### src/rtl/mem_arb_pkg.sv
// Shared types and defaults for the two-port RAM arbiter.
package mem_arb_pkg;

   typedef enum logic [1:0] {
      IDLE = 2'd0,
      OWN0 = 2'd1,
      OWN1 = 2'd2
   } arb_state_e;

   localparam int PORT_CPU = 0;
   localparam int PORT_DMA = 1;

   localparam int AW_DEF = 8;
   localparam int DW_DEF = 8;

endpackage

### src/rtl/rr_pick2.sv
// Two-way round-robin picker; ports in excl are not eligible this cycle.
module rr_pick2 (
   input  logic [1:0] req,
   input  logic       rr_ptr,
   input  logic [1:0] excl,
   output logic       winner,
   output logic       valid,
   output logic       both
);

   logic [1:0] elig;

   always_comb begin
      elig   = req & ~excl;
      valid  = |elig;
      both   = &elig;
      winner = both ? rr_ptr : elig[1];
   end

endmodule

### src/rtl/mem_arbiter.sv
// Round-robin arbiter sharing one synchronous RAM between CPU (port 0) and DMA (port 1).
// Define MEM_ARB_LOCK_EN to enable locked bursts of up to MAX_BURST grants.
module mem_arbiter
   import mem_arb_pkg::*;
#(
   parameter int AW        = AW_DEF,
   parameter int DW        = DW_DEF,
   parameter int MAX_BURST = 4
) (
   input  logic          arb_clk,
   input  logic          arb_rst_n,
   input  logic [1:0]    req,
   input  logic [1:0]    we,
   input  logic [AW-1:0] addr0,
   input  logic [AW-1:0] addr1,
   input  logic [DW-1:0] wdata0,
   input  logic [DW-1:0] wdata1,
   input  logic [1:0]    lock,
   output logic [1:0]    gnt,
   output logic [1:0]    rvalid,
   output logic [DW-1:0] rdata,
   output logic [AW-1:0] ram_addr,
   output logic [DW-1:0] ram_wdata,
   output logic          ram_we,
   output logic          ram_en,
   input  logic [DW-1:0] ram_rdata
);

   arb_state_e    state, state_n;
   logic          rr_ptr, rr_ptr_n;
   logic          we_q;
   logic [DW-1:0] rdata_q;
   logic          pick_win, pick_vld, pick_both;
   logic          owner, hold, rel_own, win, win_vld;

`ifdef MEM_ARB_LOCK_EN
   localparam logic [3:0] CAP = 4'(MAX_BURST - 1);
   logic [3:0] burst_cnt;
`else
   logic unused_lock;
   assign unused_lock = ^lock;
`endif

   // The port granted this cycle is excluded: its request is being consumed.
   rr_pick2 u_pick (
      .req    (req),
      .rr_ptr (rr_ptr),
      .excl   (gnt),
      .winner (pick_win),
      .valid  (pick_vld),
      .both   (pick_both)
   );

   always_ff @(posedge arb_clk or negedge arb_rst_n) begin
      if (!arb_rst_n) begin
         state  <= IDLE;
         rr_ptr <= 1'b0;
      end else begin
         state  <= state_n;
         rr_ptr <= rr_ptr_n;
      end
   end

   always_comb begin
      owner   = (state == OWN1);
      hold    = 1'b0;
      rel_own = 1'b0;
`ifdef MEM_ARB_LOCK_EN
      if (state != IDLE && lock[owner] && req[owner] && burst_cnt < CAP)
         hold = 1'b1;
      else if (state != IDLE && burst_cnt != 4'd0)
         rel_own = 1'b1;
`endif
      win      = hold ? owner : pick_win;
      win_vld  = hold | pick_vld;
      state_n  = IDLE;
      if (win_vld)
         state_n = win ? OWN1 : OWN0;
      rr_ptr_n = rr_ptr;
      if (rel_own)
         rr_ptr_n = ~owner;
      if (!hold && pick_both)
         rr_ptr_n = ~pick_win;
   end

   always_comb begin
      gnt    = 2'b00;
      ram_en = 1'b0;
      case (state)
         OWN0:    begin gnt = 2'b01; ram_en = 1'b1; end
         OWN1:    begin gnt = 2'b10; ram_en = 1'b1; end
         default: begin gnt = 2'b00; ram_en = 1'b0; end
      endcase
      ram_we = ram_en & we_q;
   end

`ifdef MEM_ARB_LOCK_EN
   always_ff @(posedge arb_clk or negedge arb_rst_n) begin
      if (!arb_rst_n)
         burst_cnt <= 4'd0;
      else if (hold)
         burst_cnt <= burst_cnt + 4'd1;
      else
         burst_cnt <= 4'd0;
   end
`endif

   // Bus address/data hold their last values while idle.
   always_ff @(posedge arb_clk or negedge arb_rst_n) begin
      if (!arb_rst_n) begin
         ram_addr  <= '0;
         ram_wdata <= '0;
         we_q      <= 1'b0;
      end else if (win_vld) begin
         ram_addr  <= win ? addr1  : addr0;
         ram_wdata <= win ? wdata1 : wdata0;
         we_q      <= win ? we[PORT_DMA] : we[PORT_CPU];
      end
   end

   always_ff @(posedge arb_clk or negedge arb_rst_n) begin
      if (!arb_rst_n) begin
         rvalid  <= 2'b00;
         rdata_q <= '0;
      end else begin
         rvalid <= gnt & {2{~ram_we}};
         if (|rvalid)
            rdata_q <= ram_rdata;
      end
   end

   // RAM data arrives in the rvalid cycle; the capture register holds it afterwards.
   assign rdata = (|rvalid) ? ram_rdata : rdata_q;

endmodule

### config.mk
export PLATFORM = sky130hd
export DESIGN_NAME = mem_arbiter
export DESIGN_NICKNAME = d
export VERILOG_FILES = /design/src/rtl/mem_arb_pkg.sv /design/src/rtl/rr_pick2.sv /design/src/rtl/mem_arbiter.sv
export SDC_FILE = /design/constraint.sdc
export NUM_CORES = 1
export LEC_CHECK = 0
export CORE_UTILIZATION = 40
export DETAILED_ROUTE_END_ITERATION = 7
export PLACE_DENSITY = 0.9
export SYNTH_ARGS = -nofsm -noshare
export SYNTH_HDL_FRONTEND = slang
export SYNTH_SLANG_ARGS = --single-unit
export TNS_END_PERCENT = 100
### constraint.sdc
create_clock -name arb_clk -period 5.1 [get_ports arb_clk]
set_clock_uncertainty 0.2 [all_clocks]
set_input_delay 1.02 -clock arb_clk [delete_from_list [all_inputs] [get_ports arb_clk]]
set_output_delay 1.02 -clock arb_clk [all_outputs]
set_load 0.05 [all_outputs]
Yosys cells after proc, flatten, opt, wreduce, memory -nomap -nowiden
Cells that the tools add are included.
- eq/ne operators: 2
- mux-type cells: 9
- bitwise logic cells: 6
- reductions and logical operators: 4
- operators by type and width (cell ; count):
    8-bit 2-to-1 mux ; 3
    2-bit OR reduction ; 3
    2-bit AND ; 2
    2-bit 2-to-1 mux ; 2
    2-bit one-hot mux with 2 select lines ; 1
    1-bit 2-to-1 mux ; 3
    2-bit by 1-bit equality test with 1-bit output, second input constant ; 1
    2-bit equality test, second input constant ; 1
    1-bit inverter ; 2
    2-bit inverter ; 1
    2-bit AND reduction ; 1
    1-bit AND ; 1
- register bits after elaboration: 30
- word-level logic and storage cells: 28

Longest topological paths before layout
- word-level depth: 8
- gate-level depth with buffers: 7
- gate-level depth less buffers: 5

Modules after synthesis
Synthesis repeated with hierarchy kept, for this count alone.
- cell total of the unflattened synthesis: 114
- area, all modules: 1346.3 µm²
- modules (own cells, without submodules) (module ; instances ; cells an instance ; area an instance (µm²) ; seq. area each (µm²)):
    mem_arbiter ; 1 ; 109 ; 1301.2 ; 750.7
    rr_pick2 ; 1 ; 5 ; 45.0 ; 0.0

Worst setup path before layout
OpenSTA, ideal clock, no wires.
- path type: input port to output port
- from: input ram_rdata[2]
- to: output rdata[2]
- arrival time: 1500 ps
- data required time: 3880 ps
- slack: 2380 ps
- cell stages on the path: 1
- buffers on the path: 0
- cell sequence: mux2_1
- word-level cells in the longest chain between the ends: 1
- RTL lines (element ; RTL line ; RTL):
    start: declaration ; mem_arbiter.sv:26 ; input logic [DW-1:0] ram_rdata
    8-bit 2-to-1 mux ; mem_arbiter.sv:133 ; assign rdata = (|rvalid) ? ram_rdata : rdata_q;
    end: declaration ; mem_arbiter.sv:21 ; output logic [DW-1:0] rdata,
Every way passes these cells.

Worst setup path in the final report
- from: input ram_rdata[6]
- to: output rdata[6]
Same word-level chain as after synthesis.

==> run metrics <==
Req. time, crit path 3880 ps; die width roughly 60 um; Worst-Skew Late Latency 320 ps; gpl congestion around 0.66; 1st-pass router iterations 4; Ys Warns 0; delay-heaviest family, CP buffers and inverters; initial antenna violation count 0; wire per inst roughly 17 um; Max Clock Freq 0.271 GHz; Worst EP arrival 2470 ps; # clock sinks 30; ys async rst share 1.00; largest net degree at the start of global routing 31; pins over their slew limit 0; clk slew on worst S/H paths 80 ps; Crit Path Max Fanout 2; ratio of cells with drive above 1 in the final layout 0.0994; final setup vio count 0; Detailed Route WL about 3600 um; Crit path buffers/inverters 2; PwrDens approximately 600 nW/um^2; hold crit path type flop to flop; Hold Buf Count CTS 0; total gr overflow 0; most used flip-flop cell after synthesis dfrtp_1; first-pass GRT wire length 5450 um; die height around 60 um; Worst-Margin Slew between 900 and 1000 ps; vias 1120; vias in the first global route approximately 1200; DR vias/cell about 5.2; hold slack 253 ps; cell count after synthesis 95; syn_area_per_cell between 10 and 15 um^2; Layout area overhead 60.1%; part of the cycle the worst path needs 0.723; relative slew slack 0.388; Starting Density 0.430; antenna cells 0; status completed; Crit path top cell by count clkdlybuf4s50_1; FF+latch count, synth 30; initial drt markers 33; Post-route DRC 0; CTS tree yes; Die ar. 3600 um^2; Worst Setup End Kind output port; # resized after CTS 0; final worst slack 1410 ps; filler instances between 200 and 250; Num CTS Buffers 5; sequential fraction of the synthesis area 0.558; CP max stage delay 720 ps; crit-path cells clkdlybuf4s50_1 -> mux2_1 -> clkdlybuf4s50_1; Placeable Area 3130 um^2; Post-synth EDFFs 0; I/O Pins 78; Crit Path Class input pin to output port; syn_nets 146; Post-Syn Area about 1300 um^2; kind of start point of the critical path input pin; nets@finish 223; number of H-tree levels 2; post-synth cell types 16; VDD IR max approximately 270 uV; clock buffer depth 2; slowest CP cell clkdlybuf4s50_1; Total Routing Usage GR 0.214; PortBufs 75; Final min period 3690 ps; Hold Fails Final Rpt 0; leakage dissipation 0.882 nW; Sum Neg Setup Slack 0 ps; clk root buf clkbuf_4; Placement Setup Slack approximately 1400 ps; RSZ-0062 raised after global routing false; Cell Rows 20; post-CTS setup buffers 0; Final ANT Viol Nets 0; MaxCap Viol Count 0; Post-DP HPWL around 2700 um
-- layout by cell type, fill, tap and decap left out --
cell and count:
mux2_2 4, mux2_1 4, clkbuf_4 5, a221o_1 17, clkbuf_8 1, nor2b_4 1
nor2b_2 2, inv_1 4, clkdlybuf4s50_1 75, a21boi_4 2, nor2b_1 2, nor2_2 1
nor3b_1 17, xnor2_1 1, ha_1 3, nand2_1 1, dfrtp_1 30, buf_4 1
-- per-stage QoR --
stage	instances	cell area [um^2]	util	power (W)
2_1_floorplan	95	1350	-	0.000888
3_3_place_gp	209	2100	0.673	0.00112
3_5_place_dp	209	2100	0.673	0.00114
4_1_cts	215	2160	0.689	0.00128
5_1_grt	215	2160	0.689	0.00133
6_report	215	2160	0.689	0.00127
-- layer usage --
metal | up-vias | part of all wire | track usage
met5 | - | 0 | 0
met4 | 0 | 0.018 | 0.0797
met3 | 8 | 0.075 | 0.0758
met2 | 59 | 0.53 | 0.389
met1 | 544 | 0.37 | 0.225
li1 | 509 | - | -
-- layout make-up --
cell class	instances	area, um^2	area share
clock buffers	6	51.3	0.0238
inverters	4	15.0	0.00696
multi-input cells	55	526	0.244
flip-flops and latches	30	751	0.348
well taps	44	55.1	0.0255
repair buffers	76	758	0.352
-- power by group --
part           switching (W)  total [W]  internal (W)
sequential         0.0000438   0.000369      0.000325
clock              0.0000740   0.000136     0.0000620
combinational       0.000481   0.000764      0.000284
-- logic make-up (layout without fill, tap and decap cells) --
logic type | after synthesis | in the layout | synth area share
AO/OA/AOI/OAI | 19 | 19 | 0.154
XOR/XNOR | 1 | 1 | 0.00651
adder cells (fa/ha/maj) | 3 | 3 | 0.0279
buffers and inverters | 10 | 86 | 0.0520
flip-flops | 30 | 30 | 0.558
multiplexers | 8 | 8 | 0.0669
AND/OR/NAND/NOR | 24 | 24 | 0.135
-- sequential cells by signal (all words and copies together), names as in the netlist --
| signal | flops |
|---|---|
| rr_ptr | 1 |
| rdata_q | 8 |
| rvalid | 2 |
| we_q | 1 |
| ram_addr | 8 |
| state | 2 |
| ram_wdata | 8 |
-- cells in the mapped netlist (2+ instances only) --
master | number | share of area
mux2_1 | 4 | 0.033
nor2b_1 | 2 | 0.0093
buf_2 | 2 | 0.0074
inv_1 | 4 | 0.011
dfrtp_1 | 30 | 0.56
a221o_1 | 17 | 0.13
nor2b_2 | 2 | 0.013
mux2_2 | 4 | 0.033
buf_6 | 4 | 0.033
ha_1 | 3 | 0.028
nor3b_1 | 17 | 0.095
a21boi_4 | 2 | 0.028
-- path summary, 6_finish.rpt --
check                      cells after the start  slack [ps]                from                  endpoint
max                                            3        1410        ram_rdata[6]                  rdata[6]
min                                            1         250    we_q$_DFFE_PN0N_       rvalid[0]$_DFF_PN0_
max reg2reg                                    4        2590  state[0]$_DFF_PN0_   ram_addr[0]$_DFFE_PN0N_
min reg2reg                                    1         250    we_q$_DFFE_PN0N_       rvalid[0]$_DFF_PN0_
max in group asynchronous                      2        3540           arb_rst_n      rdata_q[1]$_DFF_PN0_
min in group asynchronous                      2         880           arb_rst_n  ram_wdata[3]$_DFFE_PN0N_
(Power assumes the default switching activity.)
